File: src/rtl/bpsk_frame_sync.sv
// rtl/bpsk_frame_sync.sv - BPSK bit-timing recovery, sync word hunt and payload byte packer
module bpsk_frame_sync #(
  parameter int                  SAMPLES_PER_BIT = 8,
  parameter int                  SYNC_LEN        = 16,
  parameter logic [SYNC_LEN-1:0] SYNC_WORD       = 16'hF628,
  parameter int                  PAYLOAD_BYTES   = 4
) (
  input  logic       clk,
  input  logic       rst,
  input  logic       bit_in,
  output logic [7:0] data_out,
  output logic       data_valid,
  output logic       frame_start,
  output logic       frame_done,
  output logic       locked,
  output logic       inverted
);

  localparam int CNT_W  = (SAMPLES_PER_BIT > 1) ? $clog2(SAMPLES_PER_BIT) : 1;
  localparam int FILL_W = $clog2(SYNC_LEN + 1);

  localparam logic [CNT_W-1:0]  CNT_MAX   = CNT_W'(SAMPLES_PER_BIT - 1);
  localparam logic [CNT_W-1:0]  CNT_MID   = CNT_W'(SAMPLES_PER_BIT / 2);
  localparam logic [FILL_W-1:0] FILL_FULL = FILL_W'(SYNC_LEN);
  localparam logic [7:0]        LAST_BYTE = 8'(PAYLOAD_BYTES - 1);

  typedef enum logic {
    ST_HUNT    = 1'b0,
    ST_PAYLOAD = 1'b1
  } state_t;

  // Registered state
  state_t              state_q,       state_d;
  logic                r_in_q,        r_in_d;
  logic                r_prev_q,      r_prev_d;
  logic [CNT_W-1:0]    cnt_q,         cnt_d;
  logic [SYNC_LEN-1:0] sr_q,          sr_d;
  logic [FILL_W-1:0]   fill_q,        fill_d;
  logic [2:0]          bit_cnt_q,     bit_cnt_d;
  logic [7:0]          byte_cnt_q,    byte_cnt_d;
  logic [6:0]          byte_sr_q,     byte_sr_d;
  logic [7:0]          data_out_q,    data_out_d;
  logic                data_valid_q,  data_valid_d;
  logic                frame_start_q, frame_start_d;
  logic                frame_done_q,  frame_done_d;
  logic                locked_q,      locked_d;
  logic                inverted_q,    inverted_d;

  // Combinational helpers
  logic                bit_edge;
  logic                stb;
  logic [SYNC_LEN-1:0] sr_next;
  logic [FILL_W-1:0]   fill_next;
  logic                bit_val;

  assign data_out    = data_out_q;
  assign data_valid  = data_valid_q;
  assign frame_start = frame_start_q;
  assign frame_done  = frame_done_q;
  assign locked      = locked_q;
  assign inverted    = inverted_q;

  // Timing recovery, sync hunt and byte packing next-state logic
  always_comb begin
    state_d       = state_q;
    r_in_d        = bit_in;
    r_prev_d      = r_in_q;
    cnt_d         = cnt_q;
    sr_d          = sr_q;
    fill_d        = fill_q;
    bit_cnt_d     = bit_cnt_q;
    byte_cnt_d    = byte_cnt_q;
    byte_sr_d     = byte_sr_q;
    data_out_d    = data_out_q;
    data_valid_d  = 1'b0;
    frame_start_d = 1'b0;
    frame_done_d  = 1'b0;
    locked_d      = locked_q;
    inverted_d    = inverted_q;

    // A transition re-centres the phase counter; otherwise it free-runs one bit period
    bit_edge = r_in_q ^ r_prev_q;
    if (bit_edge) begin
      cnt_d = '0;
    end else if (cnt_q == CNT_MAX) begin
      cnt_d = '0;
    end else begin
      cnt_d = cnt_q + 1'b1;
    end

    // Mid-bit sample point; a late edge landing on it suppresses the sample
    stb       = (cnt_q == CNT_MID) && !bit_edge;
    sr_next   = {sr_q[SYNC_LEN-2:0], r_in_q};
    fill_next = (fill_q == FILL_FULL) ? fill_q : fill_q + 1'b1;
    bit_val   = r_in_q ^ inverted_q;

    // locked stays up through the frame_done cycle and drops one cycle later
    if (frame_done_q) begin
      locked_d = 1'b0;
    end

    case (state_q)
      ST_HUNT: begin
        if (stb) begin
          sr_d   = sr_next;
          fill_d = fill_next;
          if (fill_next == FILL_FULL) begin
            if (sr_next == SYNC_WORD) begin
              state_d       = ST_PAYLOAD;
              inverted_d    = 1'b0;
              frame_start_d = 1'b1;
              locked_d      = 1'b1;
            end else if (sr_next == ~SYNC_WORD) begin
              state_d       = ST_PAYLOAD;
              inverted_d    = 1'b1;
              frame_start_d = 1'b1;
              locked_d      = 1'b1;
            end
          end
        end
      end

      ST_PAYLOAD: begin
        if (stb) begin
          if (bit_cnt_q == 3'd7) begin
            data_out_d   = {byte_sr_q, bit_val};
            data_valid_d = 1'b1;
            bit_cnt_d    = 3'd0;
            if (byte_cnt_q == LAST_BYTE) begin
              // Frame complete: the next hunt needs a full set of fresh bits
              frame_done_d = 1'b1;
              state_d      = ST_HUNT;
              sr_d         = '0;
              fill_d       = '0;
              byte_cnt_d   = 8'd0;
            end else begin
              byte_cnt_d = byte_cnt_q + 8'd1;
            end
          end else begin
            byte_sr_d = {byte_sr_q[5:0], bit_val};
            bit_cnt_d = bit_cnt_q + 3'd1;
          end
        end
      end

      default: begin
        state_d = ST_HUNT;
      end
    endcase
  end

  // State registers with asynchronous active-low reset
  always_ff @(posedge clk or negedge rst) begin
    if (!rst) begin
      state_q       <= ST_HUNT;
      r_in_q        <= 1'b0;
      r_prev_q      <= 1'b0;
      cnt_q         <= '0;
      sr_q          <= '0;
      fill_q        <= '0;
      bit_cnt_q     <= 3'd0;
      byte_cnt_q    <= 8'd0;
      byte_sr_q     <= 7'd0;
      data_out_q    <= 8'd0;
      data_valid_q  <= 1'b0;
      frame_start_q <= 1'b0;
      frame_done_q  <= 1'b0;
      locked_q      <= 1'b0;
      inverted_q    <= 1'b0;
    end else begin
      state_q       <= state_d;
      r_in_q        <= r_in_d;
      r_prev_q      <= r_prev_d;
      cnt_q         <= cnt_d;
      sr_q          <= sr_d;
      fill_q        <= fill_d;
      bit_cnt_q     <= bit_cnt_d;
      byte_cnt_q    <= byte_cnt_d;
      byte_sr_q     <= byte_sr_d;
      data_out_q    <= data_out_d;
      data_valid_q  <= data_valid_d;
      frame_start_q <= frame_start_d;
      frame_done_q  <= frame_done_d;
      locked_q      <= locked_d;
      inverted_q    <= inverted_d;
    end
  end

endmodule

File: config.mk
export PLATFORM = sky130hd
export DESIGN_NAME = bpsk_frame_sync
export DESIGN_NICKNAME = d
export VERILOG_FILES = /design/src/rtl/bpsk_frame_sync.sv
export SDC_FILE = /design/constraint.sdc
export NUM_CORES = 1
export LEC_CHECK = 0
export ABC_AREA = 1
export BUFFER_PORTS_ARGS = -buffer_cell sky130_fd_sc_hd__buf_2
export CAP_MARGIN = 30
export CORE_MARGIN = 5
export CORE_UTILIZATION = 57
export CTS_BUF_LIST = sky130_fd_sc_hd__clkbuf_4
export CTS_CLUSTER_SIZE = 14
export DETAILED_ROUTE_END_ITERATION = 8
export PLACE_DENSITY = 0.78
export SLEW_MARGIN = 5
export SYNTH_ARGS = -nofsm -noshare
export SYNTH_HDL_FRONTEND = slang
export SYNTH_SLANG_ARGS = --single-unit
File: constraint.sdc
create_clock -name clk -period 1.9 [get_ports clk]
set_clock_uncertainty 0.2 [all_clocks]
set_input_delay 0.285 -clock clk [delete_from_list [all_inputs] [get_ports clk]]
set_output_delay 0.285 -clock clk [all_outputs]
set_load 0.02 [all_outputs]
Word-level counts from Yosys, hierarchy flattened --
Cells that the tools add are included.
Word-level totals: flip-flop bits (word level) 57, output and inout bits 13
Operators by class: $add $sub $neg 4, equal/unequal tests 12, muxes and demuxes 39, bitwise gates (word level) 4, reduce and logical (&&, ||, !) cells 8
Operator list (number):
- 15-bit 2-to-1 mux | 4
- 15-bit case mux with 2 select lines | 1
- 5-bit 2-to-1 mux | 5
- 1-bit 2-to-1 mux | 23
- 16-bit by 12-bit == test with 1-bit output, second input constant | 1
- 16-bit == test, second input constant | 1
- 5-bit == test, second input constant | 2
- 5-bit case mux with 2 select lines | 1
- 3-bit == test, second input constant | 3
- 3-bit 2-to-1 mux | 3
- 8-bit by 1-bit adder with 8-bit output, second input constant | 1
- 8-bit by 2-bit == test with 1-bit output, second input constant | 1
- 8-bit 2-to-1 mux | 1
- 4-bit AND reduction | 2
- 3-bit by 1-bit adder with 3-bit output, second input constant | 2
- 2-bit by 1-bit != test with 1-bit output, second input constant | 3
- 3-bit AND reduction | 2
- 5-bit by 1-bit adder with 5-bit output, second input constant | 1
- 2-bit != test, second input constant | 1
- 1-bit NOT | 2
- 1-bit case mux with 2 select lines | 1
- 2-bit AND reduction | 1
- 2-bit nonzero test | 1
- 1-bit bitwise XOR | 2
- 2 further kinds | 2

Longest topological paths before layout --
Gate-level depths: netlist of the first run.
depth in word-level cells 6, depth in mapped cells 11, mapped depth without buffers 11

Worst setup path before layout of the first run --
No wires, ideal clock.
kind reg-to-reg, start point register bit_cnt_q[0], end point register sr_q[4], setup time 0.069 ns, arrival 1.503 ns, data required time 1.631 ns, path slack 0.128 ns, cell stages (with the launch flop) 9, path buffers 1, period minus slack after synthesis 1.772 ns, path through dfrtp_1 ha_1 ha_1 inv_1 nor2_1 nand2_1 buf_2 o21ai_0 nor2_2
Between the ends: cells in the longest elaborated chain, start to end 3
Ends and longest elaborated chain:
- start, declared | line 39 | logic [2:0] bit_cnt_q, bit_cnt_d;
- start signal, assigned | line 177 | bit_cnt_q <= bit_cnt_d;
- 3-bit == test | line 125 | if (bit_cnt_q == 3'd7) begin
- 2-bit by 1-bit != test with 1-bit output (no source line)
- 4-bit AND reduction (no source line)
- end signal, assigned | line 175 | sr_q <= sr_d;
- end, declared | line 37 | logic [SYNC_LEN-1:0] sr_q, sr_d;
No other way between the ends. A chain may end at the register's enable or synchronous reset.

Worst setup path after layout of the first run --
start point register cnt_q[1], end point register sr_q[14]
Between the ends: cells in the longest elaborated chain, start to end 4
Ends and longest elaborated chain:
- start, declared | line 36 | logic [CNT_W-1:0] cnt_q, cnt_d;
- start signal, assigned | line 174 | cnt_q <= cnt_d;
- 3-bit == test (*) | line 92 | stb = (cnt_q == CNT_MID) && !bit_edge;
- 1-bit logical AND (*) | line 92
- 2-bit != test (no source line) or 2-bit by 1-bit != test with 1-bit output (tied branches)
- 4-bit AND reduction (no source line) (*)
Mark *: on every way between the ends. The rest lies on a longest branch, timed or not.

==> results of run 1 <==
cell type report:
| type | count | area share |
|---|---|---|
| inverters | 37 | 0.04064 |
| flip-flops and latches | 57 | 0.4174 |
| clock buffers | 9 | 0.01977 |
| clock inverters | 7 | 0.02343 |
| repair buffers | 45 | 0.1175 |
| well taps | 67 | 0.02453 |
| multi-input cells | 209 | 0.3566 |
final timing paths:
path,slack (ps),start,end
worst max register to register,-9,cnt_q[1]$_DFF_PN0_,sr_q[14]$_DFFE_PN0P_
worst max-delay path,-9,cnt_q[1]$_DFF_PN0_,sr_q[14]$_DFFE_PN0P_
min in group clk,260,frame_done$_DFF_PN0_,locked$_DFF_PN0_
max in group asynchronous,1050,rst,sr_q[0]$_DFFE_PN0P_
worst min-delay path,200,rst,cnt_q[1]$_DFF_PN0_
worst min register to register,260,frame_done$_DFF_PN0_,locked$_DFF_PN0_
cells in the final DEF (no fill, tap or decap), types with 13 or more instances in the layout:
cell type / synthesis / layout
nand3_1: 17 / 15
o21ai_0: 27 / 22
nor2_2: 4 / 13
inv_1: 33 / 33
buf_4: 1 / 19
nor2_1: 43 / 32
dfrtp_1: 57 / 57
nand2_1: 67 / 63
buf_2: 1 / 15
per-layer routing:
layer	GRT usage	routed length (um)
met1	0.2537	2633
met2	0.3047	2870
met3	0.03725	316
met4	0.09797	116
met5	0	0
stage by stage:
stage	utilization	total power [mW]
global placement	0.6318	2.077
CTS	0.6736	3.041
floorplan	-	1.957
detailed placement	0.6318	2.111
finish	0.7234	3.164
global route	0.7234	3.365
report_power, final:
part,switching [mW],internal [mW]
registers,0.219,1.40
clock network,0.514,0.411
logic,0.347,0.271
sequential cells by signal, indices dropped and copies added, names as in the netlist:
register,count
sr_q,15
byte_cnt_q,8
data_out,8
byte_sr_q,7
fill_q,5
bit_cnt_q,3
cnt_q,3
data_valid,1
frame_done,1
frame_start,1
inverted,1
locked,1
r_in_q,1
r_prev_q,1
state_q,1
cell families after synthesis:
kind of cell	share of synthesized area
AO/OA/AOI/OAI	0.08623
adder cells (fa/ha/maj)	0.03612
AND/OR/NAND/NOR	0.2677
XOR/XNOR	0.01580
buffers and inverters	0.07945
flip-flops	0.5147
worst register-to-register path: cells and delay by family, from the launching register on:
kind	cells	cell delay [ps]
buffers and inverters	3	370
flip-flops	1	420
adder cells (fa/ha/maj)	1	200
AND/OR/NAND/NOR	6	630
what timing repair did:
| item | CTS | global route |
|---|---|---|
| cloned | 0 | 4 |
| resized for setup | 1 | 31 |
| setup endpoints to repair | 7 | 43 |
| pin swaps | 1 | 9 |
| endpoints found under the hold margin | 58 | 0 |
| buffers inserted | 2 | 10 |
| hold buffers | 2 | 0 |
==> impl_metrics.csv, run 1 <==
group,metric,value,unit
timing,period_share,1.005,
place,placed_area,2984,um^2
timing,fmax,523.9,MHz
synthesis,ys.flop_type,"dfrtp_1",
timing,worst_pin_slew,297.3,ps
final_layout,fin_area,3417,um^2
power_and_ir_drop,p_per_area,925.9,nW/um^2
critical_path,path_max_fanout,5,
critical_path,cpPeakStageDelay,420,ps
floorplan,io_pins,16,
synthesis,synth_seq_area_share,0.5147,
place,gp_congestion,0.8293,
synthesis,yosys.cell_types.count,32,
critical_path,end_kind,"flip-flop",
outcome,status,"finished, violations left",
cts,cts_tree,"built",
synthesis,yosys_warnings,0,
cts,clock-sinks,57,
critical_path,slowest_stage,"dfrtp_1",
cts,root_buffer,"clkbuf_4",
synthesis,yosys-top-cells-count,"67 x nand2_1, 57 x dfrtp_1, 43 x nor2_1",
synthesis,yosys.area.top_type,"dfrtp_1",
grt,grt_use_total,0.1930,
floorplan,core-area,4723,um^2
synthesis,async_flop_share,1.000,
detailed_routing,drc,0,
synthesis,synth_edf_count,0,
critical_path,worstSetupPathType,"flip-flop to flip-flop",
detailed_routing,drtIter0Drc,152,
synthesis,synth.most_common_cell,"nand2_1",
cts,cts_buffers,9,
final_layout,stdcell_count,431,
cts,clk_latency,410,ps
grt,grt-ovfl-total,0,
timing,period_needed,1909,ps
synthesis,synth_area_per_cell,8.940,um^2
critical_path,cp.depth,10,
power_and_ir_drop,ir_drop,0.8132,mV
detailed_routing,routed_wl,5.937,mm
critical_path,path_cells,"inv_1 -> ha_2 -> nand2_4 -> nor2_4 -> buf_12 -> nand4_4 -> nand2_4 -> clkbuf_16 -> nor2_1 -> nor2_1",
grt,grt_pass1_wl,9.384,mm
synthesis,synth_seq_cells,57,
synthesis,syn_nets,321,
critical_path,path_buf_inv,3,
timing,setup_viol,1,
timing,fin_ws,-8.912,ps
final_layout,drive_gt1_frac,0.3077,
synthesis,synth_top_area_share,0.5147,
synthesis,synth_cells,310,
cts,cts_max_level,3,
timing,drv_slew,0,
floorplan,die_h,79.73,um
final_layout,fin_nets,370,
final_layout,diodes,0,
final_layout,final-seq-area,1426,um^2
timing,holdWs,199.0,ps
final_layout,nFillCells,346,
detailed_routing,vias_per_cell,5.146,
timing,rsz0062_at_grt,"true",
detailed_routing,vias,2218,
floorplan,dieArea,6357,um^2
outcome,violations,"setup timing",
floorplan,row_count,25,
detailed_routing,first_pass_iters,4,
floorplan,initial_core_util,0.5868,
critical_path,r2r_cells,10,
synthesis,synth.cell_area,2771,um^2
timing,hold_viol_final,0,
run,cap_viol_max_count,0,
critical_path,worstPathRequired,2020,ps
critical_path,start_kind,"flip-flop",
place,hpwl,3.536,mm
critical_path,crit_family,"simple AND/OR/NAND/NOR gates",
cts,clkSlewWorstSetupHoldPaths,110,ps
detailed_routing,drt-wirelength-per-cell,13.77,um
cts,clock_path_buffers,2,
grt,grt_start_max_net_pins,58,
place,numPortBuffers,15,
place,placed_cells_incl_taps,397,
place,pre_cts_slack,-45.69,ps
grt,grt_pass1_vias,2086,
grt,antenna_found_initial,0,
timing,maxSlewHeadroom,0.8018,
critical_path,critPathArrivalTime,2030,ps
min_path,min_path_type,"input pin to async pin",
synthesis,synth.area.top_cells,"dfrtp_1 51%, nand2_1 9.1%, nor2_1 5.8%",
floorplan,die_w,79.73,um
final_layout,multiInputGateArea,1219,um^2
final_layout,area_growth,23.30,%
power_and_ir_drop,p_leak,1.711,nW
timing,finalSetupTns,-8.912,ps
detailed_routing,ant_nets,0,
(Power assumes the default switching activity.)
==> run 2: changes to the inputs <==
--- a/config.mk
+++ b/config.mk
@@ -8,12 +8,14 @@
 export ABC_AREA = 1
 export BUFFER_PORTS_ARGS = -buffer_cell sky130_fd_sc_hd__buf_2
 export CAP_MARGIN = 30
+export CORE_ASPECT_RATIO = 0.75
 export CORE_MARGIN = 5
 export CORE_UTILIZATION = 57
 export CTS_BUF_LIST = sky130_fd_sc_hd__clkbuf_4
 export CTS_CLUSTER_SIZE = 14
 export DETAILED_ROUTE_END_ITERATION = 8
 export PLACE_DENSITY = 0.78
+export REMOVE_ABC_BUFFERS = 1
 export SLEW_MARGIN = 5
 export SYNTH_ARGS = -nofsm -noshare
 export SYNTH_HDL_FRONTEND = slang
==> impl_metrics.csv, run 2 (same netlist as run 1, synthesis figures left out) <==
group,metric,value,unit
final_layout,fin_nets,366,
floorplan,initial_core_util,0.5786,
place,placed_area,2963,um^2
grt,grt_pass1_wl,9.197,mm
power_and_ir_drop,p_per_area,958.9,nW/um^2
timing,period_share,0.9865,
floorplan,core-area,4790,um^2
critical_path,path_cells,"inv_1 -> ha_2 -> nand2_4 -> nor2_4 -> buf_6 -> nand4_4 -> nand2_4 -> o21ai_0",
cts,clock_path_buffers,2,
floorplan,io_pins,16,
timing,worst_pin_slew,416.2,ps
place,gp_congestion,0.8227,
cts,root_buffer,"clkbuf_4",
detailed_routing,ant_nets,0,
cts,clk_latency,400,ps
grt,antenna_found_initial,0,
power_and_ir_drop,p_leak,1.716,nW
detailed_routing,first_pass_iters,5,
grt,use_met1,0.2484,
critical_path,worstSetupPathType,"flip-flop to flip-flop",
floorplan,die_w,90.52,um
grt,met3_usage,0.07535,
cts,cts_tree,"built",
critical_path,slowest_stage,"dfrtp_1",
critical_path,worstPathRequired,1980,ps
place,pre_cts_slack,-57.26,ps
timing,fmax,533.5,MHz
grt,grt_pass1_vias,1986,
detailed_routing,vias_per_cell,5.190,
final_layout,stdcell_count,420,
timing,setup_viol,0,
grt,use_met2,0.2651,
final_layout,area_growth,19.14,%
final_layout,drive_gt1_frac,0.2722,
cts,cts_buffers,9,
final_layout,largest_reg_flops,15,
outcome,status,"completed",
grt,grt_start_max_net_pins,42,
critical_path,cpPeakStageDelay,410,ps
timing,rsz0062_at_grt,"true",
final_layout,final_cell_mix,"65 x nand2_1, 57 x dfrtp_1, 40 x nor2_1",
final_layout,fin_area,3302,um^2
critical_path,crit_family,"simple AND/OR/NAND/NOR gates",
detailed_routing,drc,0,
place,placed_cells_incl_taps,390,
place,hpwl,3.573,mm
detailed_routing,vias,2180,
detailed_routing,drtIter0Drc,118,
critical_path,path_buf_inv,2,
place,numPortBuffers,15,
min_path,min_path_type,"input pin to async pin",
cts,clkSlewWorstSetupHoldPaths,100,ps
critical_path,cp_common_cell,"nand2_4",
grt,grt-ovfl-total,0,
cts,clock-sinks,57,
critical_path,start_kind,"flip-flop",
floorplan,row_count,22,
power_and_ir_drop,ir_drop,0.7598,mV
floorplan,die_h,70.39,um
detailed_routing,routed_wl,5.620,mm
run,cap_viol_max_count,0,
critical_path,path_max_fanout,10,
floorplan,dieArea,6371,um^2
cts,cts_max_level,3,
timing,hold_viol_final,0,
timing,period_needed,1874,ps
timing,maxSlewHeadroom,0.7226,
timing,drv_slew,0,
final_layout,layout_commonest_cell,"nand2_1",
final_layout,final_util,0.6894,
critical_path,end_kind,"flip-flop",
grt,top_usage_layer,"met2",
final_layout,regMostFlops,"sr_q",
timing,fin_ws,25.58,ps
detailed_routing,drt-wirelength-per-cell,13.38,um
critical_path,critPathArrivalTime,1950,ps
grt,grt_use_total,0.1824,
final_layout,diodes,0,
[run 2: cell types whose count changed in the layout (fill, tap and decap cells not counted), moves of 2 or more]
cell / delta
buf_12: -2
clkbuf_16: -2
clkinv_2: +3
clkinv_4: -3
nand2_1: +2
nand2_2: -4
nand2_4: +3
nor2_1: +8
nor2_2: -8
[run 2: cell type report]
class	instances	area, um^2
Tap cell	60	75.07
Inverter	37	138.9
Sequential cell	57	1426
Clock buffer	10	75.07
Clock inverter	6	82.58
Timing Repair Buffer	40	300.3
Fill cell	367	1488
Multi-Input combinational cell	210	1204
[run 2: repair_timing]
action                                  4_1_cts  5_1_grt
endpoints found under the hold margin        58        0
resized for setup                             2       19
gates cloned                                  0        2
hold buffers                                  2        0
buffers inserted                              1        9
pin swaps                                     1        8
endpoints found under the setup margin       12       40
[run 2: power breakdown]
part           internal [mW]  leakage [nW]  switching [mW]
clock network          0.542        0.0862           0.460
logic                  0.234         0.871           0.330
registers               1.40         0.759           0.199
[run 2: metal layers]
metal	wire (um)	share of wire
met1	2561	0.46
met4	97	0.017
met3	344	0.061
met5	0	0
met2	2616	0.47
[run 2: final timing paths]
path	start	end	slack [ps]	cells after the start
worst max-delay path	cnt_q[0]$_DFF_PN0_	sr_q[8]$_DFFE_PN0P_	30	8
worst min-delay path	rst	byte_cnt_q[7]$_DFFE_PN0P_	140	2
worst max register to register	cnt_q[0]$_DFF_PN0_	sr_q[8]$_DFFE_PN0P_	30	8
worst min register to register	frame_done$_DFF_PN0_	locked$_DFF_PN0_	260	1
max in group asynchronous	rst	data_out[1]$_DFFE_PN0P_	800	3
min in group clk	frame_done$_DFF_PN0_	locked$_DFF_PN0_	260	1
[run 2: stage by stage]
| step | hold slack [ps] | power [mW] | setup TNS (ps) |
|---|---|---|---|
| 6_report | 142.7 | 3.166 | 0 |
| 5_1_grt | 155.0 | 3.373 | -482.3 |
| 4_1_cts | 137.6 | 3.114 | 0 |
| 3_5_place_dp | 45.76 | 2.102 | -58.83 |
| 3_3_place_gp | 40.47 | 2.074 | 0 |
| 2_1_floorplan | -210.6 | 1.947 | 0 |
